### config.mk
export PLATFORM = sky130hd
export DESIGN_NAME = rf_wr_arbiter
export DESIGN_NICKNAME = d
export VERILOG_FILES = /design/src/rtl/rf_wr_arbiter.sv
export SDC_FILE = /design/constraint.sdc
export NUM_CORES = 1
export LEC_CHECK = 0
export ABC_CLOCK_PERIOD_IN_PS = 3300
export CAP_MARGIN = 20
export CORE_UTILIZATION = 30
export CTS_CLUSTER_SIZE = 30
export DETAILED_ROUTE_END_ITERATION = 8
export SLEW_MARGIN = 5
export SYNTH_ARGS = -nofsm -noshare
export SYNTH_HDL_FRONTEND = slang
export SYNTH_SLANG_ARGS = --single-unit
### constraint.sdc
create_clock -name clk -period 3.3 [get_ports clk]
set_input_delay 0.66 -clock clk [delete_from_list [all_inputs] [get_ports clk]]
set_output_delay 0.66 -clock clk [all_outputs]
set_load 0.01 [all_outputs]
### src/rtl/rf_wr_arbiter.sv
// rf_wr_arbiter: merges ALU (A) and memory (M) writeback requests onto
// the single regfile write port through two small FIFOs and a round-robin
// scheduler, and publishes a mask of registers with writes still pending.
// Ports:
//   clk, rstn                    clock, async active-low reset
//   a_valid/a_ready/a_addr/a_data ALU requester push handshake
//   m_valid/m_ready/m_addr/m_data memory requester push handshake
//   hold                          suppress granting this cycle
//   rf_we/rf_wa/rf_wd             registered regfile write port
//   busy_mask                     bit i = write to reg i queued or in flight

module rf_wr_fifo #(
    parameter int DW    = 8,
    parameter int AW    = 3,
    parameter int DEPTH = 2
) (
    input  logic                clk,
    input  logic                rstn,
    input  logic                push,
    input  logic [AW-1:0]       in_addr,
    input  logic [DW-1:0]       in_data,
    input  logic                pop,
    output logic                ready,
    output logic                nempty,
    output logic [AW-1:0]       head_addr,
    output logic [DW-1:0]       head_data,
    output logic [(1<<AW)-1:0]  mask
);
    localparam int CW = $clog2(DEPTH + 1);
    localparam int PW = (DEPTH > 1) ? $clog2(DEPTH) : 1;
    localparam int MW = 1 << AW;

    logic [AW-1:0] addr_q [DEPTH];
    logic [DW-1:0] data_q [DEPTH];
    logic [PW-1:0] wr_ptr;
    logic [PW-1:0] rd_ptr;
    logic [CW-1:0] count;
    logic          do_push;

    // ready is a function of occupancy alone: a full FIFO never takes a
    // push, even when it is being drained on the same edge.
    assign ready     = (count != CW'(DEPTH));
    assign nempty    = (count != '0);
    assign do_push   = push && ready;
    assign head_addr = addr_q[rd_ptr];
    assign head_data = data_q[rd_ptr];

    function automatic logic [PW-1:0] nxt(input logic [PW-1:0] p);
        return (p == PW'(DEPTH - 1)) ? '0 : p + PW'(1);
    endfunction

    // Slot j holds a live entry if it lies in [rd_ptr, wr_ptr) circularly.
    function automatic logic slot_live(input int j);
        int r;
        int w;
        r = int'(rd_ptr);
        w = int'(wr_ptr);
        if (count == CW'(DEPTH)) return 1'b1;
        if (w > r) return (j >= r) && (j < w);
        if (w < r) return (j >= r) || (j < w);
        return 1'b0;
    endfunction

    always_comb begin
        mask = '0;
        for (int j = 0; j < DEPTH; j++) begin
            if (slot_live(j)) mask = mask | (MW'(1) << addr_q[j]);
        end
    end

    always_ff @(posedge clk) begin
        if (do_push) begin
            addr_q[wr_ptr] <= in_addr;
            data_q[wr_ptr] <= in_data;
        end
    end

    always_ff @(posedge clk or negedge rstn) begin
        if (!rstn) begin
            wr_ptr <= '0;
            rd_ptr <= '0;
            count  <= '0;
        end else begin
            if (do_push) wr_ptr <= nxt(wr_ptr);
            if (pop)     rd_ptr <= nxt(rd_ptr);
            if (do_push && !pop)      count <= count + CW'(1);
            else if (!do_push && pop) count <= count - CW'(1);
        end
    end
endmodule

module rf_wr_arbiter #(
    parameter int DW    = 8,
    parameter int AW    = 3,
    parameter int DEPTH = 2
) (
    input  logic                clk,
    input  logic                rstn,
    input  logic                a_valid,
    output logic                a_ready,
    input  logic [AW-1:0]       a_addr,
    input  logic [DW-1:0]       a_data,
    input  logic                m_valid,
    output logic                m_ready,
    input  logic [AW-1:0]       m_addr,
    input  logic [DW-1:0]       m_data,
    input  logic                hold,
    output logic                rf_we,
    output logic [AW-1:0]       rf_wa,
    output logic [DW-1:0]       rf_wd,
    output logic [(1<<AW)-1:0]  busy_mask
);
    localparam int MW = 1 << AW;

    logic          a_nempty;
    logic          m_nempty;
    logic [AW-1:0] a_head_addr;
    logic [AW-1:0] m_head_addr;
    logic [DW-1:0] a_head_data;
    logic [DW-1:0] m_head_data;
    logic [MW-1:0] a_mask;
    logic [MW-1:0] m_mask;
    logic          last_m;
    logic          gnt_a;
    logic          gnt_m;

    rf_wr_fifo #(.DW(DW), .AW(AW), .DEPTH(DEPTH)) u_fifo_a (
        .clk       (clk),
        .rstn      (rstn),
        .push      (a_valid),
        .in_addr   (a_addr),
        .in_data   (a_data),
        .pop       (gnt_a),
        .ready     (a_ready),
        .nempty    (a_nempty),
        .head_addr (a_head_addr),
        .head_data (a_head_data),
        .mask      (a_mask)
    );

    rf_wr_fifo #(.DW(DW), .AW(AW), .DEPTH(DEPTH)) u_fifo_m (
        .clk       (clk),
        .rstn      (rstn),
        .push      (m_valid),
        .in_addr   (m_addr),
        .in_data   (m_data),
        .pop       (gnt_m),
        .ready     (m_ready),
        .nempty    (m_nempty),
        .head_addr (m_head_addr),
        .head_data (m_head_data),
        .mask      (m_mask)
    );

    // On a tie the requester that did not win last time goes next.
    assign gnt_a = !hold && a_nempty && (!m_nempty || last_m);
    assign gnt_m = !hold && m_nempty && (!a_nempty || !last_m);

    assign busy_mask = a_mask | m_mask |
                       (rf_we ? (MW'(1) << rf_wa) : '0);

    always_ff @(posedge clk or negedge rstn) begin
        if (!rstn) begin
            rf_we  <= 1'b0;
            rf_wa  <= '0;
            rf_wd  <= '0;
            last_m <= 1'b1;
        end else begin
            rf_we <= gnt_a || gnt_m;
            if (gnt_a) begin
                rf_wa  <= a_head_addr;
                rf_wd  <= a_head_data;
                last_m <= 1'b0;
            end else if (gnt_m) begin
                rf_wa  <= m_head_addr;
                rf_wd  <= m_head_data;
                last_m <= 1'b1;
            end
        end
    end
endmodule
# Word level (Yosys, flattened, before mapping)

Memories as Yosys holds them, arrays and structs flattened.
Cells that the tools add are included.

Register bits after elaboration: 21
RAM bits: 44
Input bits: 27
Output and inout port bits: 22
Logic and storage cells: 130
Memories kept: 4

Add/subtract/negate cells: 8
Order comparisons: 8
Equal/unequal tests: 4
Shift operators: 5
Muxes and demuxes: 57
Bitwise logic cells: 4
Reductions and logical operators: 30

Memory list:

| memory          | words | bits a word | rd ports | clocked after memory_dff | write ports | RTL line | source |
|---|---|---|---|---|---|---|---|
| u_fifo_a.data_q | 2     | 8           | 1        | 0                        | 1           | 34       | `logic [DW-1:0] data_q [DEPTH];` |
| u_fifo_m.data_q | 2     | 8           | 1        | 0                        | 1           | 34       |  |
| u_fifo_a.addr_q | 2     | 3           | 3        | 0                        | 1           | 33       | `logic [AW-1:0] addr_q [DEPTH];` |
| u_fifo_m.addr_q | 2     | 3           | 3        | 0                        | 1           | 33       |  |

Operators with widths:

| cell                  | number |
|---|---|
| $mux W8               | 7 |
| $mux W1               | 44 |
| $shl A1 B3 Y8 const A | 5 |
| $or A8 B8 Y8          | 4 |
| $logic_and A1 B1 Y1   | 12 |
| $reduce_bool A2 Y1    | 5 |
| $logic_not A1 Y1      | 8 |
| $mux W2               | 4 |
| $mux W3               | 2 |
| $logic_or A1 B1 Y1    | 5 |
| $add A1 B1 Y1 const B | 4 |
| $add A2 B1 Y2 const B | 2 |
| $eq A2 B2 Y1 const B  | 2 |
| $ne A2 B2 Y1 const B  | 2 |
| $sub A2 B1 Y2 const B | 2 |
| $ge A1 B1 Y1 const A  | 2 |
| $gt A1 B1 Y1          | 2 |
| $lt A1 B1 Y1          | 2 |
| $lt A1 B1 Y1 const A  | 2 |

# Depth between registers and ports, before layout

Depth after elaboration: 13
Depth in mapped cells: 9
Depth with buffers taken out: 7

# By module

Synthesis repeated with hierarchy kept, for this count alone.

Cells, all modules: 238
Area, all modules: 3084.2 µm²

By module, submodules not included:

| module                | instances | cells each | area an instance (µm²) | sequential area each (µm²) |
|---|---|---|---|---|
| rf_wr_fifo (u_fifo_m) | 1         | 75         | 1166.1                 | 760.7 |
| rf_wr_fifo (u_fifo_a) | 1         | 75         | 1133.6                 | 760.7 |
| rf_wr_arbiter         | 1         | 88         | 784.5                  | 326.6 |

# Worst setup path after synthesis

No wires, ideal clock.

Path type: flip-flop to output port
Start: register u_fifo_a.count[0]
End: output busy_mask[1]
Arrival time: 1.269 ns
Data required time: 2.640 ns
Setup slack: 1.371 ns
Stages on the path, launching flop included: 7
Path buffers: 2
Cell sequence: dfrtp_1 -> buf_2 -> nand2b_1 -> buf_2 -> a21oi_1 -> a32oi_1 -> nand3_1

Word-level cells in the longest chain between the ends: 8
Elaborated cells on any way between the ends: 9
Classes of those cells: 1 x eq/ne; 5 x mux; 3 x bitwise

Ends and longest elaborated chain:

| what                          | RTL line | source |
|---|---|---|
| start: declaration            | 37       | `logic [CW-1:0] count;` |
| start signal: assignment      | 86       | `if (do_push && !pop) count <= count + CW'(1);` |
| start signal: assignment      | 87       | `else if (!do_push && pop) count <= count - CW'(1);` |
| $eq A2 B2 Y1 (*)              | 58       | `if (count == CW'(DEPTH)) return 1'b1;` |
| $mux W1 (*)                   | 58       |  |
| $mux W1                       | 59       | `if (w > r) return (j >= r) && (j < w);` |
| $mux W8                       | 67       | `if (slot_live(j)) mask = mask \| (MW'(1) << addr_q[j]);` |
| $or A8 B8 Y8                  | 67       |  |
| $mux W8 (*)                   | 67       |  |
| $or A8 B8 Y8 (*) (2 in a row) | 159      | `assign busy_mask = a_mask \| m_mask \|` |
| end: declaration              | 111      | `output logic [(1<<AW)-1:0] busy_mask` |

Mark *: on every way between the ends. The rest lies on a longest branch, timed or not.

# Worst setup path after layout

Start: register u_fifo_a.count[0]
End: output busy_mask[6]

Same word-level chain as after synthesis.

==> flow_summary.json <==
{
  "antenna_left": 0,
  "grt_pass1_wl_um": 10600,
  "die_y_um": 102,
  "htree_levels": 3,
  "clkLatencyLatePin_ns": 0.34,
  "area_growth_pct": 28.6,
  "die_area_um2": 10400,
  "numCtsBuffers": 9,
  "reg2reg_slack_ns": 1.50,
  "synth_warnings": 0,
  "cts-root-buf": "clkbuf_8",
  "rr_startpoint": "u_fifo_m.count[0]",
  "synth-simple-area-share": 0.106,
  "status": "finished clean",
  "endpoint_kind": "primary output",
  "critPathMaxFanout": 7,
  "synth_compound_area_frac": 0.0574,
  "rows": 36,
  "synth_fa_ha_area_frac": 0.00839,
  "powerDensity_nw_per_um2": 924,
  "cts_hold_buf": 0,
  "ys_ff_latch": 65,
  "synthTopCellsByArea": "edfxtp_1 44%, dfrtp_1 17%, mux2i_1 11%",
  "ir_worst_vdd_v": 0.000409,
  "tightest_slew_ns": 0.691,
  "start_kind": "flop",
  "worst-r2r-cell-count": 6,
  "overflow": 0,
  "die_w_um": 102,
  "portBuffers": 48,
  "worstReg2RegEnd": "u_fifo_a.count[1]",
  "synth_area_um2": 2980,
  "antenna_found_initial": 0,
  "clkTransAtPathRegs_ns": 0.07,
  "synthFlopType": "edfxtp_1",
  "numClockSinks": 65,
  "muxShareOfSynthArea": 0.152,
  "synth_top_family_by_area": "multiplexers",
  "ys_seq_area_frac": 0.619,
  "track_usage": 0.141,
  "finalSetupViolCount": 0,
  "hold_class": "flop to flop",
  "final_nets": 303,
  "io_pins": 49,
  "cp.required_ns": 2.64,
  "cp-startpoint": "u_fifo_a.count[0]",
  "yosys.area.top_type": "edfxtp_1",
  "clock_path_buffers": 2,
  "fin_setup_tns_ns": 0,
  "grt_pass1_vias": 1930,
  "yosys-top-cells-count": "44 x edfxtp_1, 33 x mux2i_1, 20 x dfrtp_1",
  "placed_cells": 396,
  "grt_max_degree": 22,
  "initial_utilization": 0.308,
  "dp_hpwl_um": 4800,
  "syn_avg_cell_area_um2": 13.7,
  "post-route-period-util": 0.930,
  "finClkSkew_ns": 0.0113,
  "viasPerCell": 4.70,
  "synth_edf_count": 44,
  "final_layout_size_suffix_gt1_frac": 0.125,
  "endpoint": "busy_mask[6]",
  "cap_violations": 0,
  "core_region_area_um2": 9680,
  "slew_headroom": 0.539,
  "cts_tree": "done",
  "yosys.area.top_type_share": 0.443,
  "arrival_ns": 2.41,
  "drc": 0,
  "synth_cell_type_count": 32,
  "cts_setup_buffers": 0,
  "firstDrtPassIters": 6,
  "gp_congestion": 0.892,
  "drtIter0Drc": 87,
  "synth_fp_nets": 247,
  "yosysMostFrequentCell": "edfxtp_1",
  "diodes": 0,
  "worstSetupPathType": "flop to primary output",
  "vias": 1938,
  "period_needed_ns": 3.07,
  "async_reset_ff_frac": 0.323,
  "routedWlPerCell_um": 16.4,
  "fmax_mhz": 326,
  "hold_viol": 0,
  "cts_resized": 0,
  "finalWirelength_um": 6760,
  "rsz0062_at_grt": "false",
  "p_leak_nw": 1.48,
  "instances_no_fill": 412,
  "drv_slew": 0,
  "syn_inst": 218,
  "synth-xor-area-share": 0.0294
}
-- layout by cell type (no fill, tap or decap) --
master | netlist | routed
nor4bb_1 | 2 | 2
xor2_1 | 4 | 4
nand2b_1 | 6 | 6
buf_4 | 1 | 6
nor4b_1 | 1 | 1
o21a_1 | 1 | 1
a31oi_1 | 4 | 4
clkbuf_8 | 0 | 9
a22oi_1 | 2 | 2
clkinv_2 | 0 | 1
nor3b_1 | 3 | 3
nand2_1 | 7 | 7
nor3_1 | 1 | 1
o21ai_0 | 1 | 1
clkinvlp_4 | 0 | 1
a21oi_1 | 9 | 9
a21boi_1 | 4 | 4
mux2_2 | 11 | 11
o221ai_4 | 1 | 1
edfxtp_1 | 44 | 44
bufinv_16 | 0 | 2
a32oi_1 | 2 | 2
and3_1 | 2 | 2
nor2_1 | 13 | 13
mux2i_1 | 33 | 33
clkinv_1 | 0 | 1
clkinv_4 | 0 | 1
xnor2_1 | 6 | 6
dfrtp_1 | 20 | 20
nand3b_1 | 6 | 6
nor2_2 | 1 | 1
ha_1 | 2 | 2
inv_1 | 6 | 6
nand3_1 | 12 | 12
clkdlybuf4s50_1 | 0 | 48
inv_6 | 0 | 1
nand4_1 | 4 | 4
dfstp_2 | 1 | 1
-- logic make-up after synthesis --
group           count (synthesis)
flops                          65
simple gates                   58
mux                            44
compound gates                 24
buf+inv                        15
xor+xnor                       10
fa+ha+maj                       2
-- worst min path at each step --
| stage | startpoint | to | depth (start not counted) |
|---|---|---|---|
| after floorplan | rstn | rf_wa[0] | 0 |
| final | rf_wd[5] | rf_wd[5] | 1 |
| after global routing | rf_wd[6] | rf_wd[6] | 1 |
| after detailed placement | rf_wd[2] | rf_wd[2] | 1 |
| after CTS | rf_wd[5] | rf_wd[5] | 1 |
| after global placement | rf_wd[2] | rf_wd[2] | 1 |
-- report_power, final --
part           leakage, nW  switching (W)  internal, W
clock network        0.107       0.000315     0.000425
registers            0.653       0.000227      0.00116
logic                0.722       0.000687     0.000729
total                 1.48        0.00123      0.00232
-- critical path, stage by stage (launching register included) --
cell and delay (ns):
dfrtp_1 0.47, nand2b_1 0.27, a21boi_1 0.45, a31oi_1 0.19, nand4_1 0.15, clkdlybuf4s50_1 0.54
-- routing by layer --
| layer | track usage | up-vias | wire length, um | part of all wire |
|---|---|---|---|---|
| met5 | 0 | - | 0 | 0 |
| met4 | 0.0535 | 0 | 80 | 0.012 |
| met3 | 0.0331 | 9 | 393 | 0.058 |
| met2 | 0.225 | 64 | 3270 | 0.48 |
| met1 | 0.186 | 942 | 3010 | 0.45 |
| li1 | - | 923 | - | - |
-- metrics by stage --
| stage | utilization | area, um2 | worst slack [ns] | power, W | hold slack (ns) |
|---|---|---|---|---|---|
| floorplan | - | 2980 | 1.37 | 0.00225 | 0.364 |
| global placement | 0.374 | 3620 | 0.578 | 0.00282 | 0.497 |
| detailed placement | 0.374 | 3620 | 0.655 | 0.00284 | 0.495 |
| CTS | 0.396 | 3840 | 0.268 | 0.00358 | 0.520 |
| global route | 0.396 | 3840 | 0.158 | 0.00376 | 0.536 |
| finish | 0.396 | 3840 | 0.231 | 0.00355 | 0.512 |
-- registers in the layout (all words and copies together), names as in the netlist, 2 cells and up --
name and flops:
u_fifo_a.data_q 16, u_fifo_m.data_q 16, rf_wd 8, u_fifo_a.addr_q 6, u_fifo_m.addr_q 6, rf_wa 3
u_fifo_a.count 2, u_fifo_m.count 2
-- final cells by class --
cell class                 instances  area [um2]
fill                             921        5850
clock buffer                       9         124
multi-input combinational        138        1060
inverter                           6        22.5
clock inverter                     7        93.8
sequential                        65        1850
tap                              133         166
timing repair buffer              54         526
Power figures use the tool's default switching activity.
